### src/rtl/cache_types.sv
// Shared types for the cache's physical-memory side: word/line typedefs,
// beat geometry and the line responder's state encoding.
package cache_types;

    typedef logic [15:0]  lc3b_word;
    typedef logic [127:0] cache_line;

    // A line moves as eight 16-bit beats, word b at line bits [16b+15:16b].
    localparam int line_beats = 8;
    localparam int beat_width = 16;
    typedef logic [2:0] beat_index;

    // Responder FSM states; the encoding is also what dbg_state reports.
    typedef enum logic [1:0] {
        IDLE  = 2'd0,
        BURST = 2'd1,
        RESP  = 2'd2
    } responder_state_t;

endpackage

### src/rtl/line_beat_buffer.sv
// Line buffer for the responder: a 128-bit register that loads a whole line
// in parallel, updates one 16-bit beat at a time, and muxes out one beat.
module line_beat_buffer
    import cache_types::*;
(
    input  logic         clk,
    input  logic         reset_n,
    input  logic         load_en,
    input  logic [127:0] load_data,
    input  logic         wr_en,
    input  logic [2:0]   wr_beat,
    input  logic [15:0]  wr_data,
    input  logic [2:0]   rd_beat,
    output logic [15:0]  rd_data,
    output logic [127:0] line_out
);

    cache_line line_q;
    beat_index wr_idx;
    beat_index rd_idx;

    assign wr_idx = wr_beat;
    assign rd_idx = rd_beat;

    // Whole-line load takes priority over a single-beat update.
    always_ff @(posedge clk or negedge reset_n) begin
        if (!reset_n) begin
            line_q <= '0;
        end else if (load_en) begin
            line_q <= load_data;
        end else if (wr_en) begin
            line_q[{wr_idx, 4'b0000} +: 16] <= wr_data;
        end
    end

    assign rd_data  = line_q[{rd_idx, 4'b0000} +: 16];
    assign line_out = line_q;

endmodule

### src/rtl/line_mem_responder.sv
// Responder end of the cache's physical-memory interface. A whole-line read
// or write from the cache is serviced as eight 16-bit beats (0..7 in order)
// on a word-wide SRAM-style port, then pmem_resp pulses for one cycle.
//
// Handshakes: the cache holds pmem_read/pmem_write (and address/wdata) until
// it sees pmem_resp. On the SRAM side sram_req acts as valid and sram_ack as
// ready: a beat transfers in any cycle where both are high, read data is
// taken from sram_rdata in that same cycle, and while ack is low every sram_*
// output holds steady. All outputs come from registers.
module line_mem_responder
    import cache_types::*;
#(
    // Word-address width of the backing port; must be at least 15. Bits
    // above bit 14 are always driven 0.
    parameter int SRAM_ADDR_WIDTH = 15
) (
    input  logic                       clk,
    input  logic                       reset_n,
    input  logic [15:0]                pmem_address,
    input  logic                       pmem_read,
    input  logic                       pmem_write,
    input  logic [127:0]               pmem_wdata,
    output logic [127:0]               pmem_rdata,
    output logic                       pmem_resp,
    output logic                       sram_req,
    output logic                       sram_we,
    output logic [SRAM_ADDR_WIDTH-1:0] sram_addr,
    output logic [15:0]                sram_wdata,
    input  logic                       sram_ack,
    input  logic [15:0]                sram_rdata,
    output logic [1:0]                 dbg_state
);

    responder_state_t state_q;
    beat_index        beat_q;
    logic [11:0]      line_addr_q;

    logic        buf_load;
    logic        buf_wr;
    beat_index   next_beat;
    logic [15:0] buf_rd_data;
    cache_line   buf_line;
    cache_line   rdata_merged;
    logic [3:0]  unused_addr_lsbs;

    // Byte offset within the line carries no information for a line transfer.
    assign unused_addr_lsbs = pmem_address[3:0];

    // Word address of a beat: line address over beat number, zero-extended.
    function automatic logic [SRAM_ADDR_WIDTH-1:0] word_addr(
        input logic [11:0] line_addr,
        input logic [2:0]  beat
    );
        word_addr       = '0;
        word_addr[14:0] = {line_addr, beat};
    endfunction

    // Load the line at acceptance (write data; harmless for reads), then
    // capture each read beat as it is acknowledged.
    assign buf_load  = (state_q == IDLE) && (pmem_read || pmem_write);
    assign buf_wr    = (state_q == BURST) && sram_ack && !sram_we;
    assign next_beat = beat_q + 3'd1;

    line_beat_buffer u_buffer (
        .clk       (clk),
        .reset_n   (reset_n),
        .load_en   (buf_load),
        .load_data (pmem_wdata),
        .wr_en     (buf_wr),
        .wr_beat   (beat_q),
        .wr_data   (sram_rdata),
        .rd_beat   (next_beat),
        .rd_data   (buf_rd_data),
        .line_out  (buf_line)
    );

    // The last beat lands in the buffer on the same edge pmem_rdata loads,
    // so splice it in directly rather than waiting a cycle.
    always_comb begin
        rdata_merged           = buf_line;
        rdata_merged[127:112]  = sram_rdata;
    end

    // Responder FSM: accept in IDLE, walk beats 0..7 in BURST, pulse in RESP.
    always_ff @(posedge clk or negedge reset_n) begin
        if (!reset_n) begin
            state_q     <= IDLE;
            beat_q      <= '0;
            line_addr_q <= '0;
            sram_req    <= 1'b0;
            sram_we     <= 1'b0;
            sram_addr   <= '0;
            sram_wdata  <= '0;
            pmem_resp   <= 1'b0;
            pmem_rdata  <= '0;
        end else begin
            case (state_q)
                IDLE: begin
                    if (pmem_write || pmem_read) begin
                        // Write wins if both are asserted.
                        line_addr_q <= pmem_address[15:4];
                        sram_we     <= pmem_write;
                        beat_q      <= '0;
                        sram_req    <= 1'b1;
                        sram_addr   <= word_addr(pmem_address[15:4], 3'd0);
                        sram_wdata  <= pmem_wdata[15:0];
                        state_q     <= BURST;
                    end
                end
                BURST: begin
                    if (sram_ack) begin
                        if (beat_q == 3'd7) begin
                            sram_req  <= 1'b0;
                            pmem_resp <= 1'b1;
                            state_q   <= RESP;
                            if (!sram_we) begin
                                pmem_rdata <= rdata_merged;
                            end
                        end else begin
                            // Next beat is presented with no bubble.
                            beat_q     <= next_beat;
                            sram_addr  <= word_addr(line_addr_q, next_beat);
                            sram_wdata <= buf_rd_data;
                        end
                    end
                end
                RESP: begin
                    pmem_resp <= 1'b0;
                    state_q   <= IDLE;
                end
                default: begin
                    state_q <= IDLE;
                end
            endcase
        end
    end

    assign dbg_state = state_q;

endmodule

### config.mk
export PLATFORM = sky130hd
export DESIGN_NAME = line_mem_responder
export DESIGN_NICKNAME = d
export VERILOG_FILES = /design/src/rtl/cache_types.sv /design/src/rtl/line_beat_buffer.sv /design/src/rtl/line_mem_responder.sv
export SDC_FILE = /design/constraint.sdc
export NUM_CORES = 1
export LEC_CHECK = 0
export CORE_UTILIZATION = 45
export DETAILED_ROUTE_END_ITERATION = 7
export PLACE_DENSITY = 0.74
export SLEW_MARGIN = 10
export SYNTH_ARGS = -nofsm -noshare
export SYNTH_HDL_FRONTEND = slang
export SYNTH_SLANG_ARGS = --single-unit
### constraint.sdc
create_clock -name clk -period 2.4 [get_ports clk]
set_input_delay 0.24 -clock clk [delete_from_list [all_inputs] [get_ports clk]]
set_output_delay 0.24 -clock clk [all_outputs]
set_load 0.005 [all_outputs]
---- Word level (Yosys, flattened, before mapping) ----
Index checks and enable logic that the tools add are counted.
storage, ports and cells
  ROM bits ................................ 0
  memories ................................ 0
  latch bits .............................. 0
  memory bits (writable) .................. 0
  bits in registers ....................... 307
  input bits .............................. 165
cells by class
  bitwise gates (word level) .............. 1
  multiplexer cells ....................... 26
  shift operators ......................... 3
  equal/unequal tests ..................... 7
  reductions and logical operators ........ 15
  multipliers ............................. 0
  add/sub/neg operators ................... 2
  divide/modulo/power cells ............... 0
  order comparisons ....................... 0
operator list
  cell                                                                      number
  128-bit two-way mux                                                       2
  128-bit bitwise mux                                                       1
  16-bit by 9-bit variable shift with 128-bit output, first input constant  1
  128-bit by 8-bit variable part select with 16-bit output                  1
  16-bit by 9-bit variable part select with 128-bit output                  1
  16-bit two-way mux                                                        3
  15-bit two-way mux                                                        3
  16-bit case mux with 2 select lines                                       1
  15-bit case mux with 2 select lines                                       1
  4-bit AND reduction                                                       3
  3-bit two-way mux                                                         3
  7-bit negation with 9-bit output                                          1
  2-bit two-way mux                                                         3
  3-bit case mux with 2 select lines                                        1
  3-bit AND reduction                                                       2
  2-bit nonzero test                                                        3
  1-bit two-way mux                                                         5
  2-bit by 1-bit inequality test with 1-bit output, second input constant   2
  2-bit inequality test, second input constant                              2
  1-bit case mux with 2 select lines                                        2
  2-bit case mux with 2 select lines                                        1
  3-bit by 1-bit adder with 3-bit output, second input constant             1
  3-bit equality test, second input constant                                1
  1-bit logical AND                                                         3
  other kinds (7)                                                           7

---- Logic depth before layout (Yosys ltp) ----
Gate-level depths: netlist of run 1.
  word-level depth ........................ 5
  depth in mapped cells ................... 12
  depth with buffers taken out ............ 7

---- Cells and area by module ----
From an unflattened synthesis of run 1, not the netlist that was laid out.
unflattened totals
  cells, all modules ...................... 1116
  area, all modules ....................... 14463.9 µm²
modules (own cells, without submodules)
  module              area each (µm²)  times used  cells an instance
  line_beat_buffer    7462.2           1           694
  line_mem_responder  7001.7           1           422

---- Least setup slack after synthesis of run 1 ----
No wires, ideal clock.
  path type ............................... register to register
  from .................................... register, netlist name sram_addr[0]
  to ...................................... register u_buffer.line_q[121], in the netlist u_buffer.line_out[121]
  slack ................................... -139 ps
  data arrival time ....................... 2414 ps
  cell stages (with the launch flop) ...... 12
  period minus slack after synthesis ...... 2539 ps
  cell sequence ........................... dfrtp_1 buf_2 buf_4 clkbuf_1 inv_1 ha_1 ha_1 nor3b_1 and3b_1 buf_2 nor3b_1 a221o_1
RTL lines
  item                            line                    RTL
  end signal: assignment          line_beat_buffer.sv:30  line_q <= load_data;
  end signal: indexed assignment  line_beat_buffer.sv:32  line_q[{wr_idx, 4'b0000} +: 16] <= wr_data;
  end: declaration                line_beat_buffer.sv:18  cache_line line_q;

==> results of run 1 <==
[cell type report]
cell class                      instances  area (µm²)
Antenna cell                            3        7.51
Clock buffer                           46         922
Clock inverter                         10         105
Fill cell                            2381       11600
Inverter                               31         116
Multi-Input combinational cell        711        5790
Sequential cell                       304        7610
Tap cell                              396         495
Timing Repair Buffer                  380        3870
[cells by family (layout without fill, tap and decap cells)]
logic type	after synthesis	in the layout	share of synthesized area [%]
flops	304	304	54.5
mux	302	302	25.8
compound gates	203	203	8.15
simple gates	201	201	6.76
buf+inv	116	467	4.27
fa+ha+maj	5	5	0.448
other cells	0	3	0
[per-layer routing]
layer / vias to the layer above / global-route usage (%) / wire, µm
li1: 4676 / - / -
met1: 5334 / 33.8 / 16900
met2: 396 / 44.2 / 20600
met3: 62 / 5.20 / 3000
met4: 2 / 8.80 / 1260
met5: - / 0 / 12
[power by group through the flow]
stage	logic, mW	registers (mW)	clock network, mW
2_1_floorplan	5.15	8.48	0
6_report	9.37	8.86	4.85
4_1_cts	9.45	8.84	4.91
3_5_place_dp	9.39	8.90	0
5_1_grt	10.1	9.12	5.13
3_3_place_gp	9.16	8.81	0
[worst max-delay path, cell delays in order, from the launching register on]
cell and delay, ns:
sky130_fd_sc_hd__dfrtp_4 0.49, sky130_fd_sc_hd__ha_1 0.21, sky130_fd_sc_hd__ha_2 0.35, sky130_fd_sc_hd__buf_12 0.21
sky130_fd_sc_hd__mux4_2 0.34, sky130_fd_sc_hd__mux2_2 0.29, sky130_fd_sc_hd__a21oi_1 0.14, sky130_fd_sc_hd__a21oi_1 0.08
[worst paths after layout]
path	from	to	cells after the start
worst max-delay path	sram_addr[0]$_DFFE_PN0P_	sram_wdata[15]$_DFFE_PN0P_	7
worst min-delay path	pmem_wdata[111]	u_buffer.line_out[111]$_DFFE_PN0P_	3
worst max register to register	sram_addr[0]$_DFFE_PN0P_	sram_wdata[15]$_DFFE_PN0P_	7
worst min register to register	line_addr_q[8]$_DFFE_PN0P_	line_addr_q[8]$_DFFE_PN0P_	2
max in group asynchronous	reset_n	pmem_rdata[126]$_DFFE_PN0P_	3
min in group asynchronous	reset_n	u_buffer.line_out[114]$_DFFE_PN0P_	2
[registers in the layout, summed over array words and instances (netlist names)]
name	cells
pmem_rdata	128
u_buffer.line_out	128
sram_wdata	16
sram_addr	15
line_addr_q	12
dbg_state	2
pmem_resp	1
sram_req	1
sram_we	1
[timing repair]
action,4_1_cts,5_1_grt
endpoints found under the hold margin,78,0
endpoints found under the setup margin,1,0
gates resized for setup,1,0
hold buffers,1,0
[through the flow]
stage | util, % | instances | cell area (µm²)
after floorplan | - | 1131 | 14000
after global placement | 58.6 | 1821 | 17900
after detailed placement | 58.6 | 1821 | 17900
after CTS | 62.0 | 1878 | 18900
after global routing | 62.0 | 1881 | 18900
final | 62.0 | 1881 | 18900
[cells in the final DEF (no fill, tap or decap), types with 3 or more instances in the layout]
| cell | count |
|---|---|
| sky130_fd_sc_hd__ha_1 | 4 |
| sky130_fd_sc_hd__clkbuf_1 | 6 |
| sky130_fd_sc_hd__buf_4 | 38 |
| sky130_fd_sc_hd__a21oi_1 | 42 |
| sky130_fd_sc_hd__nor3b_1 | 5 |
| sky130_fd_sc_hd__diode_2 | 3 |
| sky130_fd_sc_hd__a22oi_1 | 25 |
| sky130_fd_sc_hd__mux2i_1 | 125 |
| sky130_fd_sc_hd__o21ai_1 | 9 |
| sky130_fd_sc_hd__a31oi_1 | 15 |
| sky130_fd_sc_hd__and3b_1 | 3 |
| sky130_fd_sc_hd__clkbuf_8 | 9 |
| sky130_fd_sc_hd__inv_1 | 31 |
| sky130_fd_sc_hd__nand2b_1 | 15 |
| sky130_fd_sc_hd__clkbuf_16 | 31 |
| sky130_fd_sc_hd__o21ai_0 | 102 |
| sky130_fd_sc_hd__mux2_2 | 145 |
| sky130_fd_sc_hd__nand2_1 | 142 |
| sky130_fd_sc_hd__dfrtp_1 | 303 |
| sky130_fd_sc_hd__nor2_1 | 4 |
| sky130_fd_sc_hd__and2_1 | 14 |
| sky130_fd_sc_hd__a221o_1 | 5 |
| sky130_fd_sc_hd__buf_12 | 16 |
| sky130_fd_sc_hd__clkdlybuf4s50_1 | 323 |
| sky130_fd_sc_hd__clkinv_2 | 6 |
| sky130_fd_sc_hd__mux4_2 | 32 |
==> results_tabular.tex, run 1 <==
\begin{tabular}{lr}
\hline
Metric & Value \\
\hline
\multicolumn{2}{l}{\textbf{Run status}} \\
\quad Outcome & completed \\
\multicolumn{2}{l}{\textbf{Synth}} \\
\quad Number of enable-type register cells in the synthesized netlist & 0 \\
\quad Sequential area share after synthesis & 54.5\% \\
\quad Number of cells produced by synthesis & 1,131 \\
\quad Syn Std Cell Area & 14,000 µm² \\
\quad Cell with the most instances after synthesis & sky130\_fd\_sc\_hd\_\_dfrtp\_1 \\
\quad Top post-synthesis cells by count & sky130\_fd\_sc\_hd\_\_dfrtp\_1 (304), sky130\_fd\_sc\_hd\_\_mux2\_2 (145), sky130\_fd\_sc\_hd\_\_nand2\_1 (142) \\
\quad Synth Flop Type & sky130\_fd\_sc\_hd\_\_dfrtp\_1 \\
\quad Cell variety after synth & 39 \\
\quad Yosys top cell area share & 54.5\% \\
\quad Post-synthesis register bit count & 304 \\
\quad Ranking of synthesized cells by area & sky130\_fd\_sc\_hd\_\_dfrtp\_1 (55\%), sky130\_fd\_sc\_hd\_\_mux2\_2 (12\%), sky130\_fd\_sc\_hd\_\_mux2i\_1 (9.0\%) \\
\quad Post-synthesis cell type with the largest combined area & sky130\_fd\_sc\_hd\_\_dfrtp\_1 \\
\quad Async set-reset flop share out of synthesis & 100\% \\
\quad Mean instance size in the synthesized netlist & 12.3 µm² \\
\quad Synthesized netlist net count & 1,301 \\
\quad Count of synthesis-stage warnings from yosys & 0 \\
\multicolumn{2}{l}{\textbf{Clock tree}} \\
\quad Number of clock sinks & 304 \\
\quad CTS tree & done \\
\quad Clock edge transition at the registers on the reported setup and hold paths & 0.06 ns \\
\quad Post-CTS setup buffer count & 0 \\
\quad Root Buffer & sky130\_fd\_sc\_hd\_\_clkbuf\_16 \\
\quad Worst-Skew Late Latency & 0.55 ns \\
\quad Level count of the clock H-tree & 1 \\
\quad Buffers from clock root to sink, at most & 3 \\
\quad Clock buffers created by TritonCTS & 31 \\
\multicolumn{2}{l}{\textbf{Min path}} \\
\quad Hold WC Path Type & input port to flop \\
\multicolumn{2}{l}{\textbf{Worst setup path}} \\
\quad Start-to-end type of the worst setup path & flop to flop \\
\quad Critical Path Sink Type & flop \\
\quad Highest net fanout along the worst path & 25 \\
\quad Critical path launch point type & flop \\
\quad Arrival time reported for the critical path endpoint & 2.68 ns \\
\quad Worst Path Required & 2.82 ns \\
\quad Minimum setup slack among reg-to-reg paths & 0.15 ns \\
\multicolumn{2}{l}{\textbf{GRT}} \\
\quad GR Overflow Total & 0 \\
\quad Number of global-route vias before repair & 10,800 \\
\quad First-pass GRT wire length & 63,000 µm \\
\quad Overall global routing resource usage & 26.3\% \\
\quad Largest net degree at the start of global routing & 88 \\
\quad Number of antenna violations at the first check in global routing & 4 \\
\multicolumn{2}{l}{\textbf{Route}} \\
\quad Total routed wirelength & 41,800 µm \\
\quad Count of unresolved DRC violations after routing & 0 \\
\quad Vias per inst & 5.57 \\
\quad Routed via count & 10,500 \\
\quad Initial DRT Pass Iterations & 5 \\
\quad Post-DR wirelength/cell & 22.2 µm \\
\quad Antenna viol nets, final & 0 \\
\quad Violation count after the first detailed-route iteration & 719 \\
\multicolumn{2}{l}{\textbf{Pwr}} \\
\quad Static power due to leakage & 8.88 nW \\
\quad Internal power of the cells & 15.5 mW \\
\quad Switching Fraction & 33.0\% \\
\quad Combinational share of power & 40.6\% \\
\quad Total power per unit cell area & 1220 nW/µm² \\
\quad Share of power burned in the clock network & 21.0\% \\
\quad Sw power & 7.62 mW \\
\quad Portion of total power attributed to sequential cells & 38.4\% \\
\quad Total chip power & 23.1 mW \\
\quad Peak supply drop & 613 µV \\
\multicolumn{2}{l}{\textbf{Timing}} \\
\quad Peak Freq & 444 MHz \\
\quad Worst-case hold slack & 0.245 ns \\
\quad Minimum setup slack in the final design & 0.146 ns \\
\quad Rel. slew slack & 52.3\% \\
\quad Transition at the pin with the smallest max-transition slack & 0.715 ns \\
\quad Final Hold Violating Endpoints & 0 \\
\quad Final Skew & 0.00720 ns \\
\quad Post-Route Setup TNS & 0 ns \\
\quad Tmin final & 2.25 ns \\
\quad Final critical-path share of the clock period & 93.9\% \\
\quad Slew Limit Fails & 0 \\
\quad RSZ-0062 raised after global routing & no \\
\quad Final setup viols & 0 \\
\multicolumn{2}{l}{\textbf{Placement}} \\
\quad Placed wire-length estimate after detailed placement & 29,800 µm \\
\quad Port Buffers & 324 \\
\quad RD Place Congestion & 0.828 \\
\quad Setup Slack @ Placement & 0.140 ns \\
\multicolumn{2}{l}{\textbf{Floorplanning}} \\
\quad Height of the die & 178 µm \\
\quad Ports & 329 \\
\quad Cell Rows & 64 \\
\quad Starting Density & 45.7\% \\
\quad Placeable Area & 30,500 µm² \\
\quad Die X & 178 µm \\
\quad Die Area & 31,700 µm² \\
\multicolumn{2}{l}{\textbf{Cells and area}} \\
\quad Fraction of layout cells with a size suffix above 1 & 20.0\% \\
\quad Syn-to-layout area delta & 35.7\% \\
\quad Number of nets in the layout & 1,629 \\
\multicolumn{2}{l}{\textbf{Job}} \\
\quad Number of max-capacitance violations reported & 0 \\
\hline
\end{tabular}
Note: power is estimated with default switching activity, not from simulation.
==> run 2: changes to the inputs <==
--- a/config.mk
+++ b/config.mk
@@ -5,9 +5,12 @@
 export SDC_FILE = /design/constraint.sdc
 export NUM_CORES = 1
 export LEC_CHECK = 0
-export CORE_UTILIZATION = 45
+export CELL_PAD_IN_SITES_DETAIL_PLACEMENT = 0
+export CELL_PAD_IN_SITES_GLOBAL_PLACEMENT = 1
+export CORE_MARGIN = 2
+export CORE_UTILIZATION = 40
 export DETAILED_ROUTE_END_ITERATION = 7
-export PLACE_DENSITY = 0.74
+export PLACE_DENSITY = 0.79
 export SLEW_MARGIN = 10
 export SYNTH_ARGS = -nofsm -noshare
 export SYNTH_HDL_FRONTEND = slang
==> constraint.sdc (replaced) <==
create_clock -name clk -period 2.55 [get_ports clk]
set_input_delay 0.255 -clock clk [delete_from_list [all_inputs] [get_ports clk]]
set_output_delay 0.255 -clock clk [all_outputs]
set_load 0.005 [all_outputs]
==> results_tabular.tex, run 2 (synthesis gave the netlist of run 1 again) <==
\begin{tabular}{lr}
\hline
Metric & Value \\
\hline
\multicolumn{2}{l}{\textbf{Run status}} \\
\quad Outcome & completed \\
\multicolumn{2}{l}{\textbf{Cells and area}} \\
\quad Leading cell type in the layout, fill and taps excluded & sky130\_fd\_sc\_hd\_\_clkdlybuf4s50\_1 \\
\quad Fraction of layout cells with a size suffix above 1 & 19.2\% (-0.80 points) \\
\quad Highest-count cells in the layout ignoring fill and taps & sky130\_fd\_sc\_hd\_\_clkdlybuf4s50\_1 (323), sky130\_fd\_sc\_hd\_\_dfrtp\_1 (303), sky130\_fd\_sc\_hd\_\_mux2\_2 (145) \\
\quad Syn-to-layout area delta & 36.1\% \\
\quad Number of nets in the layout & 1,623 (-0.37\%) \\
\multicolumn{2}{l}{\textbf{GRT}} \\
\quad Top Usage Layer GRT & met2 \\
\quad Number of global-route vias before repair & 10,700 (-0.59\%) \\
\quad Met3 track demand over resource in global routing & 6.07\% (+0.87 points) \\
\quad Number of antenna violations at the first check in global routing & 4 (unchanged) \\
\quad GR Overflow Total & 0 (unchanged) \\
\quad Met2 track demand over resource & 40.3\% (-3.9 points) \\
\quad Overall global routing resource usage & 24.1\% (-2.2 points) \\
\quad Largest net degree at the start of global routing & 86 (-2.3\%) \\
\quad Met1 demand-to-capacity share in global routing & 30.5\% (-3.3 points) \\
\quad First-pass GRT wire length & 66,000 µm (+4.9\%) \\
\multicolumn{2}{l}{\textbf{Floorplanning}} \\
\quad Ports & 329 (unchanged) \\
\quad Die Area & 36,400 µm² (+15\%) \\
\quad Placeable Area & 34,500 µm² (+13\%) \\
\quad Die X & 191 µm (+7.1\%) \\
\quad Height of the die & 191 µm (+7.1\%) \\
\quad Starting Density & 40.5\% (-5.2 points) \\
\quad Cell Rows & 68 (+6.3\%) \\
\multicolumn{2}{l}{\textbf{Route}} \\
\quad Post-DR wirelength/cell & 22.5 µm (+1.2\%) \\
\quad Count of unresolved DRC violations after routing & 0 (unchanged) \\
\quad Total routed wirelength & 43,400 µm (+3.8\%) \\
\quad Violation count after the first detailed-route iteration & 600 (-17\%) \\
\quad Routed via count & 10,200 (-2.3\%) \\
\quad Vias per inst & 5.30 (-4.7\%) \\
\quad Antenna viol nets, final & 0 (unchanged) \\
\quad Initial DRT Pass Iterations & 5 (unchanged) \\
\multicolumn{2}{l}{\textbf{Min path}} \\
\quad Worst hold stages & 3 (unchanged) \\
\quad Start point of the worst hold path & pmem\_wdata[69] \\
\quad Endpoint, Worst Hold & u\_buffer.line\_out[69]\$\_DFFE\_PN0P\_ \\
\quad Hold WC Path Type & input port to flop \\
\multicolumn{2}{l}{\textbf{Pwr}} \\
\quad Static power due to leakage & 8.86 nW (-0.22\%) \\
\quad Portion of total power attributed to sequential cells & 37.8\% (-0.6 points) \\
\quad Peak supply drop & 628 µV (+2.5\%) \\
\quad Internal power of the cells & 14.8 mW (-4.5\%) \\
\quad Share of power burned in the clock network & 22.0\% (+1.0 points) \\
\quad Combinational share of power & 40.1\% (-0.5 points) \\
\quad Switching Fraction & 32.9\% (-0.096 points) \\
\quad Total power per unit cell area & 1160 nW/µm² (-4.9\%) \\
\quad Sw power & 7.25 mW (-4.9\%) \\
\multicolumn{2}{l}{\textbf{Worst setup path}} \\
\quad Critical Path Sink Type & flop \\
\quad Worst Path Required & 2.96 ns (+0.14 ns) \\
\quad Minimum setup slack among reg-to-reg paths & 0.19 ns (+0.04 ns) \\
\quad Destination of the worst register-to-register timing path & u\_buffer.line\_out[47]\$\_DFFE\_PN0P\_ \\
\quad Sequence of cells on the critical path & inv\_1 -> ha\_1 -> ha\_1 -> nor2b\_1 -> nand4\_2 -> buf\_12 -> mux2i\_1 -> o21ai\_0 \\
\quad Cells on worst reg2reg path & 8 (+1) \\
\quad Maximum cell stage delay along the critical path & 0.44 ns (-0.05 ns) \\
\quad Critical path launch point type & flop \\
\quad Reg-to-reg critical path startpoint & sram\_addr[0]\$\_DFFE\_PN0P\_ \\
\quad Worst path slowest cell & sky130\_fd\_sc\_hd\_\_dfrtp\_4 \\
\quad Highest net fanout along the worst path & 11 (-56\%) \\
\quad Cell repeated most along the worst path & sky130\_fd\_sc\_hd\_\_ha\_1 \\
\quad Start-to-end type of the worst setup path & flop to flop \\
\quad Arrival time reported for the critical path endpoint & 2.77 ns (+0.09 ns) \\
\multicolumn{2}{l}{\textbf{Timing}} \\
\quad RSZ-0062 raised after global routing & no \\
\quad Peak Freq & 423 MHz (-4.7\%) \\
\quad Minimum setup slack in the final design & 0.186 ns (+0.0395 ns) \\
\quad Final Hold Violating Endpoints & 0 (unchanged) \\
\quad Final Skew & 0.0136 ns (+0.00638 ns) \\
\quad Transition at the pin with the smallest max-transition slack & 0.728 ns (+0.0129 ns) \\
\quad Final setup viols & 0 (unchanged) \\
\quad Final critical-path share of the clock period & 92.7\% (-1.2 points) \\
\quad Post-Route Setup TNS & 0 ns (unchanged) \\
\quad Rel. slew slack & 51.4\% (-0.86 points) \\
\quad Tmin final & 2.36 ns (+0.110 ns) \\
\quad Slew Limit Fails & 0 (unchanged) \\
\multicolumn{2}{l}{\textbf{Clock tree}} \\
\quad Worst-Skew Late Latency & 0.51 ns (-0.04 ns) \\
\quad Buffers from clock root to sink, at most & 3 (unchanged) \\
\quad Post-CTS setup buffer count & 0 (unchanged) \\
\quad CTS tree & done \\
\quad Level count of the clock H-tree & 2 (+1) \\
\quad Clock edge transition at the registers on the reported setup and hold paths & 0.06 ns (about the same) \\
\quad Clock buffers created by TritonCTS & 35 (+13\%) \\
\quad Number of clock sinks & 304 (unchanged) \\
\quad Root Buffer & sky130\_fd\_sc\_hd\_\_clkbuf\_16 \\
\multicolumn{2}{l}{\textbf{Placement}} \\
\quad RD Place Congestion & 0.812 (-1.9\%) \\
\quad Setup Slack @ Placement & 0.175 ns (+0.0347 ns) \\
\quad Placed wire-length estimate after detailed placement & 30,500 µm (+2.3\%) \\
\quad Port Buffers & 324 (unchanged) \\
\multicolumn{2}{l}{\textbf{Job}} \\
\quad Number of max-capacitance violations reported & 0 (unchanged) \\
\hline
\end{tabular}
[run 2: how the worst max path moves through the flow]
stage,startpoint,cells after the start,endpoint
5_1_grt,sram_addr[0]$_DFFE_PN0P_,8,u_buffer.line_out[46]$_DFFE_PN0P_
4_1_cts,sram_addr[0]$_DFFE_PN0P_,8,u_buffer.line_out[47]$_DFFE_PN0P_
3_3_place_gp,sram_addr[0]$_DFFE_PN0P_,8,u_buffer.line_out[42]$_DFFE_PN0P_
3_5_place_dp,sram_addr[0]$_DFFE_PN0P_,8,u_buffer.line_out[41]$_DFFE_PN0P_
2_1_floorplan,sram_addr[0]$_DFFE_PN0P_,11,u_buffer.line_out[121]$_DFFE_PN0P_
6_report,sram_addr[0]$_DFFE_PN0P_,8,u_buffer.line_out[47]$_DFFE_PN0P_
[run 2: per-stage QoR]
step / hold slack, ns / std cells / total power, mW / util (%) / area, µm²
global route: 0.306 / 1928 / 23.4 / 55.1 / 19000
detailed placement: 0.332 / 1870 / 17.3 / 51.9 / 17900
global placement: 0.334 / 1870 / 17.1 / 51.9 / 17900
floorplan: -0.0406 / 1131 / 12.8 / - / 14000
finish: 0.300 / 1928 / 22.0 / 55.1 / 19000
CTS: 0.278 / 1926 / 22.3 / 55.1 / 19000
[run 2: routing by layer]
layer	up-vias	part of all wire, %	wire length (µm)
li1	4665	-	-
met1	5148	41	17700
met2	346	49	21200
met3	67	7.2	3110
met4	2	3.2	1390
met5	-	0.032	14
[run 2: power by group through the flow]
| stage | Combinational, mW | Sequential (mW) | Clock (mW) |
|---|---|---|---|
| final | 8.84 | 8.33 | 4.85 |
| after global routing | 9.57 | 8.61 | 5.20 |
| after CTS | 8.95 | 8.33 | 4.98 |
| after detailed placement | 8.91 | 8.40 | 0 |
| after global placement | 8.78 | 8.32 | 0 |
| after floorplan | 4.81 | 7.98 | 0 |
[run 2: critical path, delay by kind of cell (launching register included)]
family	cells	cell delay (ns)
fa+ha+maj	2	0.58
mux	1	0.12
buf+inv	2	0.36
compound gates	1	0.17
simple gates	2	0.59
flops	1	0.44
[run 2: layout make-up]
cell class	count	area (µm²)
Antenna cell	2	5.00
Clock buffer	52	1050
Clock inverter	3	42.5
Fill cell	3032	15500
Inverter	31	116
Multi-Input combinational cell	711	5790
Sequential cell	304	7610
Tap cell	455	569
Timing Repair Buffer	370	3800
[run 2: repair_timing]
item,CTS,global route
resized for setup,0,0
hold buffers,1,0
endpoints found under the hold margin,79,0
